**config.mk**
```make
export PLATFORM = sky130hd
export DESIGN_NAME = alu_share_arbiter
export DESIGN_NICKNAME = d
export VERILOG_FILES = /design/src/rtl/alu_share_arbiter.sv
export SDC_FILE = /design/constraint.sdc
export NUM_CORES = 1
export LEC_CHECK = 0
export CORE_MARGIN = 10
export CORE_UTILIZATION = 41
export DETAILED_ROUTE_END_ITERATION = 7
export DONT_BUFFER_PORTS = 1
export HOLD_SLACK_MARGIN = 0.03
export PLACE_DENSITY = 0.53
export SETUP_SLACK_MARGIN = 0.05
export SYNTH_ARGS = -nofsm -noshare
export SYNTH_HDL_FRONTEND = slang
export SYNTH_SLANG_ARGS = --single-unit
```
**constraint.sdc**
```tcl
create_clock -name Clock -period 4.37 [get_ports Clock]
set_input_delay 0 -clock Clock [delete_from_list [all_inputs] [get_ports Clock]]
set_output_delay 0 -clock Clock [all_outputs]
set_load 0.02 [all_outputs]
```
**src/rtl/alu_share_arbiter.sv**
```systemverilog
// Round-robin share of one four-function ALU between two valid/ready requesters.
// Results land in a single-entry, ID-tagged output register with downstream backpressure.
module alu_share_arbiter #(
    parameter int N  = 4,
    parameter int CW = 16
) (
    input  logic              Clock,
    input  logic              Resetn,
    input  logic              req0_valid,
    input  logic [N-1:0]      req0_A,
    input  logic [N-1:0]      req0_B,
    input  logic [1:0]        req0_Func,
    output logic              req0_ready,
    input  logic              req1_valid,
    input  logic [N-1:0]      req1_A,
    input  logic [N-1:0]      req1_B,
    input  logic [1:0]        req1_Func,
    output logic              req1_ready,
    output logic              res_valid,
    output logic [2*N-1:0]    res_data,
    output logic              res_id,
    input  logic              res_ready,
    output logic [CW-1:0]     op_count
);

    typedef enum logic {
        EMPTY = 1'b0,
        FULL  = 1'b1
    } state_t;

    state_t             state_q;
    logic [2*N-1:0]     res_data_q;
    logic               res_id_q;
    logic [CW-1:0]      op_count_q;
    logic               last_grant_q;

    logic               slot_free_s;
    logic               grant1_s;
    logic               accept_s;
    logic               handoff_s;
    logic [N-1:0]       op_a_s;
    logic [N-1:0]       op_b_s;
    logic [1:0]         op_func_s;
    logic [2*N-1:0]     alu_s;

    function automatic logic [2*N-1:0] alu_f(input logic [N-1:0] a,
                                             input logic [N-1:0] b,
                                             input logic [1:0]   func);
        logic [N:0] sum;
        sum = {1'b0, a} + {1'b0, b};
        case (func)
            2'b00:   alu_f = {{(N-1){1'b0}}, sum};
            2'b01:   alu_f = {{(2*N-1){1'b0}}, |{a, b}};
            2'b10:   alu_f = {{(2*N-1){1'b0}}, &{a, b}};
            2'b11:   alu_f = {a, b};
            default: alu_f = {(2*N){1'b0}};
        endcase
    endfunction

    // Grant selection, handshake readies and operand mux for the ALU.
    always_comb begin
        slot_free_s = (state_q == EMPTY) || res_ready;
        // On contention the requester not granted last time wins.
        if (req0_valid && req1_valid) begin
            grant1_s = ~last_grant_q;
        end else begin
            grant1_s = req1_valid;
        end
        accept_s   = Resetn && slot_free_s && (req0_valid || req1_valid);
        handoff_s  = (state_q == FULL) && res_ready;
        req0_ready = accept_s && !grant1_s;
        req1_ready = accept_s && grant1_s;
        if (grant1_s) begin
            op_a_s    = req1_A;
            op_b_s    = req1_B;
            op_func_s = req1_Func;
        end else begin
            op_a_s    = req0_A;
            op_b_s    = req0_B;
            op_func_s = req0_Func;
        end
        alu_s = alu_f(op_a_s, op_b_s, op_func_s);
    end

    // Output register FSM, grant pointer and handoff counter.
    always_ff @(posedge Clock or negedge Resetn) begin
        if (!Resetn) begin
            state_q      <= EMPTY;
            res_data_q   <= {(2*N){1'b0}};
            res_id_q     <= 1'b0;
            op_count_q   <= {CW{1'b0}};
            last_grant_q <= 1'b1;
        end else begin
            if (handoff_s) begin
                op_count_q <= op_count_q + {{(CW-1){1'b0}}, 1'b1};
            end
            if (accept_s) begin
                res_data_q   <= alu_s;
                res_id_q     <= grant1_s;
                last_grant_q <= grant1_s;
            end
            case (state_q)
                EMPTY: begin
                    if (accept_s) begin
                        state_q <= FULL;
                    end
                end
                FULL: begin
                    if (handoff_s && !accept_s) begin
                        state_q <= EMPTY;
                    end
                end
                default: state_q <= EMPTY;
            endcase
        end
    end

    assign res_valid = (state_q == FULL);
    assign res_data  = res_data_q;
    assign res_id    = res_id_q;
    assign op_count  = op_count_q;

endmodule

```
# Yosys cells after proc, flatten, opt, wreduce, memory -nomap -nowiden
# Cells that the tools add are included.
[totals]
register_bits = 27
latch_bits = 0
mem_bits_rw = 0
romBits = 0
in_bits = 25
out_inout_bits = 28
wordCells = 34
mem_count = 0
[op_classes]
add_sub_neg = 2
multipliers = 0
div_mod_pow = 0
n_lt_le_gt_ge = 0
eq_ne = 3
n_shift = 0
mux = 8
n_bitwise = 2
reduce_logical = 14
[ops]
columns = ["cell", "n"]
rows = [
  ["$pmux W8 S4", 1],
  ["$add A16 B1 Y16 const B", 1],
  ["$mux W4", 2],
  ["$reduce_and A8 Y1", 1],
  ["$reduce_or A8 Y1", 1],
  ["$logic_and A1 B1 Y1", 7],
  ["$add A4 B4 Y5", 1],
  ["$eq A2 B2 Y1 const B", 2],
  ["$mux W1", 3],
  ["$eq A2 B1 Y1 const B", 1],
  ["$logic_not A1 Y1", 2],
  ["$logic_not A2 Y1", 1],
  ["$logic_or A1 B1 Y1", 2],
  ["$mux W2", 1],
  ["$not A1 Y1", 2],
  ["$pmux W1 S2", 1],
]

# Logic depth before layout (Yosys ltp)
[logic_depth]
word_depth = 8
depth_mapped = 12
depth_no_buf = 10

# Worst setup path after synthesis
# No wires, ideal clock.
[synth_path]
path_type = "reg-to-reg"
from = "reg last_grant_q"
to = "reg res_data_q[4] (netlist: res_data[4])"
setup_time_ns = 0.125
arrival_ns = 2.180
t_required_ns = 4.245
setup_slack_ns = 2.065
stages_incl_launch_ff = 13
path_buffers = 2
period_less_slack_ns = 2.305
path_cell_list = "dfstp_2 -> a21boi_2 -> buf_6 -> buf_8 -> mux2i_1 -> inv_1 -> ha_1 -> inv_1 -> fa_1 -> nor2b_1 -> a221oi_2 -> o22ai_1 -> mux2_2"
[synth_via]
elab_chain_cells = 5
elab_cells_between_ends = 11
cone_classes = "1 x add/sub; 3 x eq/ne; 5 x mux; 1 x bitwise; 1 x reduce/logical"
[synth_lines]
columns = ["item", "line_no", "text"]
rows = [
  ["start: declaration", "35", "logic last_grant_q;"],
  ["start signal: assignment", "100", "last_grant_q <= grant1_s;"],
  ["$not A1 Y1 *", "65", "grant1_s = ~last_grant_q;"],
  ["$mux W1 *", "64", "if (req0_valid && req1_valid) begin"],
  ["$mux W4 / $mux W2 (equally long branches)", "73", "if (grant1_s) begin"],
  ["$add A4 B4 Y5, or another cell as far along", "50", "sum = {1'b0, a} + {1'b0, b};"],
  ["$pmux W8 S4 *", "51", "case (func)"],
  ["end signal: assignment", "89", "res_data_q <= {(2*N){1'b0}};"],
  ["end signal: assignment", "98", "res_data_q <= alu_s;"],
  ["end: declaration", "32", "logic [2*N-1:0] res_data_q;"],
]
# Every way passes the cells marked *; elsewhere a longest branch is shown, timed or not.
# A chain may end at the register's enable or synchronous reset.

# Worst setup path in the final report
# Ends and elaborated chain as after synthesis.

==> impl_results.html <==
<table>
<tr><th>Metric</th><th>Value</th></tr>
<tr><th colspan="2">Run status</th></tr>
<tr><td>Result of the run</td><td>complete, no violations</td></tr>
<tr><th colspan="2">Layout</th></tr>
<tr><td>Antenna Cells</td><td>0</td></tr>
<tr><td>Signed area change from the synthesized netlist to the final layout</td><td>12.79%</td></tr>
<tr><td>Core Util, Final</td><td>48.17%</td></tr>
<tr><td>Number of nets in the layout</td><td>199</td></tr>
<tr><td>Layout cell share with drive strength beyond 1</td><td>8.383%</td></tr>
<tr><th colspan="2">Job</th></tr>
<tr><td>Count of maximum capacitance violations</td><td>0</td></tr>
<tr><th colspan="2">Floorplan</th></tr>
<tr><td>Die area</td><td>0.006722 sq mm</td></tr>
<tr><td>Overall die width</td><td>81.99 microns</td></tr>
<tr><td>Height of the die</td><td>81.99 microns</td></tr>
<tr><td>Core area</td><td>0.003689 sq mm</td></tr>
<tr><td>Top Ports</td><td>53</td></tr>
<tr><td>Placement row count</td><td>22</td></tr>
<tr><td>Initial standard-cell utilization of the core</td><td>42.71%</td></tr>
<tr><th colspan="2">Yosys</th></tr>
<tr><td>Cell area after synthesis</td><td>0.001575 sq mm</td></tr>
<tr><td>Flip-flop and latch count after synthesis</td><td>27</td></tr>
<tr><td>Part of the Yosys area used for sequential elements</td><td>42.97%</td></tr>
<tr><td>Post-Synthesis Net Count</td><td>186</td></tr>
<tr><td>Total number of yosys warnings</td><td>0</td></tr>
<tr><td>Number of instances in the synthesized netlist</td><td>155</td></tr>
<tr><td>Synthesized area per cell</td><td>10.16 sq um</td></tr>
<tr><td>Distinct cell type count after synthesis</td><td>39</td></tr>
<tr><th colspan="2">Global routing</th></tr>
<tr><td>Pin count of the biggest net entering global routing</td><td>29</td></tr>
<tr><td>Wire length of the first global-routing pass</td><td>5975 microns</td></tr>
<tr><td>Total grt overflow</td><td>0</td></tr>
<tr><td>Total routing resource utilization after global routing</td><td>11.42%</td></tr>
<tr><td>Number of antenna violations at the first check in global routing</td><td>0</td></tr>
<tr><td>Vias in the first global route</td><td>1205</td></tr>
<tr><th colspan="2">Timing</th></tr>
<tr><td>Final setup fails</td><td>0</td></tr>
<tr><td>Worst-case headroom to the max-slew limit</td><td>29.81%</td></tr>
<tr><td>Highest clock frequency the design can meet</td><td>343.2 MHz</td></tr>
<tr><td>Final max-slew violation count</td><td>0</td></tr>
<tr><td>Ratio of final minimum period to clock period</td><td>66.67%</td></tr>
<tr><td>Post-layout min period</td><td>2.914 ns</td></tr>
<tr><td>Worst Max-Slew Pin Slew</td><td>1.047 ns</td></tr>
<tr><td>Total negative slack for setup checks</td><td>0 ns</td></tr>
<tr><td>Setup skew after layout</td><td>0.007810 ns</td></tr>
<tr><td>RSZ-0062 raised after global routing</td><td>no</td></tr>
<tr><td>Final hold viol count</td><td>0</td></tr>
<tr><th colspan="2">Hold path</th></tr>
<tr><td>Hold Path Depth</td><td>2</td></tr>
<tr><td>Class of the tightest hold or removal check</td><td>in2reg</td></tr>
<tr><th colspan="2">Placed design</th></tr>
<tr><td>Total half-perimeter wirelength after legalization and detailed placement</td><td>3046 microns</td></tr>
<tr><td>Final Wtd Congestion</td><td>0.8735</td></tr>
<tr><td>Number of buffers added on ports</td><td>0</td></tr>
<tr><th colspan="2">Detailed routing</th></tr>
<tr><td>Number of iterations in the first detailed-routing pass</td><td>5</td></tr>
<tr><td>Residual DRC count</td><td>0</td></tr>
<tr><td>Total detailed-routing wirelength</td><td>3822 microns</td></tr>
<tr><td>ANT nets after route</td><td>0</td></tr>
<tr><td>Detailed-route vias per instance</td><td>5.577</td></tr>
<tr><td>Drt wl/cell</td><td>17.78 microns</td></tr>
<tr><td>Routed vias</td><td>1199</td></tr>
<tr><td>Initial DRC count</td><td>58</td></tr>
<tr><th colspan="2">Clock network</th></tr>
<tr><td>Clock buffers created by TritonCTS</td><td>3</td></tr>
<tr><td>Clk pin slew, worst setup/hold paths</td><td>0.10 ns</td></tr>
<tr><td>Post-cts resize count</td><td>0</td></tr>
<tr><td>Sink Count</td><td>27</td></tr>
<tr><td>CTS root buf</td><td>sky130_fd_sc_hd__clkbuf_8</td></tr>
<tr><td>TritonCTS clock tree</td><td>done</td></tr>
<tr><td>Depth of the CTS H-tree</td><td>1</td></tr>
<tr><td>Maximum count of clock buffers along a single path</td><td>2</td></tr>
<tr><td>Clock network latency to the later pin of the worst-skew pair</td><td>0.27 ns</td></tr>
<tr><th colspan="2">Setup path</th></tr>
<tr><td>Biggest fanout along the worst timing path</td><td>18</td></tr>
<tr><td>R2R depth</td><td>10</td></tr>
<tr><td>Class of the most critical setup path</td><td>reg2reg</td></tr>
<tr><td>Crit path DAT</td><td>3.08 ns</td></tr>
<tr><td>Kind of end point of the critical path</td><td>flop</td></tr>
<tr><td>Element type at the critical path start</td><td>flop</td></tr>
<tr><td>Endpoint required time on the critical path</td><td>4.54 ns</td></tr>
<tr><th colspan="2">Power and ir drop</th></tr>
<tr><td>Leak Pwr</td><td>0.8024 nW</td></tr>
<tr><td>Worst IR drop on VDD</td><td>216.7 uV</td></tr>
<tr><td>Power density of the placed cells</td><td>393.2 mW/mm^2</td></tr>
</table>
-- power breakdown --
group / switching [mW] / total (mW) / leakage [nW] / internal [mW]
sequential: 0.104 / 0.396 / 0.353 / 0.293
clock: 0.0766 / 0.140 / 0.0255 / 0.0638
combinational: 0.0822 / 0.162 / 0.423 / 0.0797
total: 0.262 / 0.699 / 0.802 / 0.436
-- kinds of logic (layout without fill, tap and decap cells) --
logic type,count (synthesis),after routing,share of synthesized area (%)
fa+ha+maj,6,6,5.242
xor+xnor,19,19,10.56
flops,27,27,42.97
simple gates,53,53,17.16
mux,15,15,10.33
compound gates,21,21,9.134
buf+inv,14,26,4.606
-- routing by layer --
metal | up-vias | track usage, % | routed length [microns]
met2 | 48 | 18.34 | 1811
met5 | - | 0 | 0
met3 | 4 | 6.114 | 477
met4 | 0 | 3.061 | 35
li1 | 569 | - | -
met1 | 578 | 13.00 | 1498
-- worst max-delay path: stages (launching register included) --
cell                       delay, ns
sky130_fd_sc_hd__dfstp_2        0.38
sky130_fd_sc_hd__a21boi_2       0.78
sky130_fd_sc_hd__mux2i_1        0.41
sky130_fd_sc_hd__inv_1          0.08
sky130_fd_sc_hd__ha_1           0.21
sky130_fd_sc_hd__inv_1          0.07
sky130_fd_sc_hd__fa_1           0.20
sky130_fd_sc_hd__nor2b_1        0.07
sky130_fd_sc_hd__a221oi_2       0.22
sky130_fd_sc_hd__o22ai_1        0.12
sky130_fd_sc_hd__mux2_2         0.27
-- stage by stage --
step	instances	worst slack, ns	total power, mW	cell area (sq um)	hold WS (ns)
after floorplan	155	2.065	0.5097	1575	-0.2956
after global placement	199	1.583	0.5432	1600	-0.2947
after detailed placement	199	1.496	0.5492	1600	-0.2947
after CTS	215	1.489	0.7091	1777	0.07769
after global routing	215	1.304	0.7416	1777	0.08779
final	215	1.457	0.6986	1777	0.09217
-- synth_stat cells --
library cell / count / area share, %
sky130_fd_sc_hd__buf_8: 1 / 0.95
sky130_fd_sc_hd__or3_1: 1 / 0.40
sky130_fd_sc_hd__mux2_1: 1 / 0.71
sky130_fd_sc_hd__mux2_2: 3 / 2.1
sky130_fd_sc_hd__o22a_1: 1 / 0.56
sky130_fd_sc_hd__dfrtp_1: 26 / 41
sky130_fd_sc_hd__buf_6: 1 / 0.71
sky130_fd_sc_hd__o21ai_0: 2 / 0.64
sky130_fd_sc_hd__a21boi_2: 1 / 0.71
sky130_fd_sc_hd__dfstp_2: 1 / 1.7
sky130_fd_sc_hd__buf_2: 1 / 0.32
sky130_fd_sc_hd__a221oi_2: 1 / 0.95
sky130_fd_sc_hd__nor4_1: 4 / 1.6
sky130_fd_sc_hd__buf_1: 1 / 0.24
sky130_fd_sc_hd__nor2_1: 5 / 1.2
sky130_fd_sc_hd__nand4_1: 10 / 4.0
sky130_fd_sc_hd__o22ai_1: 1 / 0.40
sky130_fd_sc_hd__nor2b_1: 1 / 0.40
sky130_fd_sc_hd__and4_1: 1 / 0.56
sky130_fd_sc_hd__nand2b_1: 2 / 0.79
sky130_fd_sc_hd__a2bb2oi_1: 1 / 0.56
sky130_fd_sc_hd__xnor2_1: 12 / 6.7
sky130_fd_sc_hd__xor2_1: 7 / 3.9
sky130_fd_sc_hd__o21ai_1: 5 / 1.6
sky130_fd_sc_hd__mux2i_2: 2 / 1.7
sky130_fd_sc_hd__ha_1: 5 / 4.0
sky130_fd_sc_hd__a21oi_1: 3 / 0.95
sky130_fd_sc_hd__nor3_1: 3 / 0.95
sky130_fd_sc_hd__a211oi_1: 1 / 0.48
sky130_fd_sc_hd__and3_1: 2 / 0.79
sky130_fd_sc_hd__o31ai_1: 1 / 0.48
sky130_fd_sc_hd__inv_1: 10 / 2.4
sky130_fd_sc_hd__mux2i_1: 9 / 5.7
sky130_fd_sc_hd__a31oi_1: 1 / 0.40
sky130_fd_sc_hd__a21o_1: 3 / 1.4
sky130_fd_sc_hd__fa_1: 1 / 1.3
sky130_fd_sc_hd__nor3b_2: 1 / 0.79
sky130_fd_sc_hd__nand3_1: 3 / 0.95
sky130_fd_sc_hd__nand2_1: 20 / 4.8
-- repair_timing --
item | in CTS | in global routing
setup buffers | 0 | 0
endpoints found under the hold margin | 35 | 0
hold buffers | 12 | 0
-- final timing paths --
check | end | start | slack, ns
min in group asynchronous | op_count[8]$_DFFE_PN0P_ | Resetn | 0.15
worst max-delay path | res_data[4]$_DFFE_PN0P_ | last_grant_q$_DFFE_PN1P_ | 1.46
worst max register to register | res_data[4]$_DFFE_PN0P_ | last_grant_q$_DFFE_PN1P_ | 1.46
max in group asynchronous | last_grant_q$_DFFE_PN1P_ | Resetn | 3.97
worst min-delay path | res_data[5]$_DFFE_PN0P_ | req0_A[1] | 0.09
worst min register to register | last_grant_q$_DFFE_PN1P_ | last_grant_q$_DFFE_PN1P_ | 0.52
-- cell type report --
class                           count  area [sq um]
Fill cell                         357          1912
Multi-Input combinational cell    114         825.8
Sequential cell                    27         676.9
Timing Repair Buffer               12         130.1
Tap cell                           48         60.06
Clock buffer                        3         41.29
Inverter                           10         37.54
Clock inverter                      1         5.005
-- sequential cells by signal (all words and copies together), names as in the netlist --
name	cells
op_count	16
res_data	8
last_grant_q	1
res_id	1
res_valid	1
-- cells in the final DEF, fill, tap and decap left out, drive strengths merged, types with 4 or more instances in the layout --
cell type,netlist,final
nand4,10,10
o21ai,7,7
dlygate4sd3,0,11
dfrtp,26,26
nor2,5,5
xor2,7,7
inv,10,10
nor4,4,4
nand2,20,20
mux2,4,4
xnor2,12,12
mux2i,11,11
ha,5,5
No activity file was read; power rests on OpenSTA's default activity.
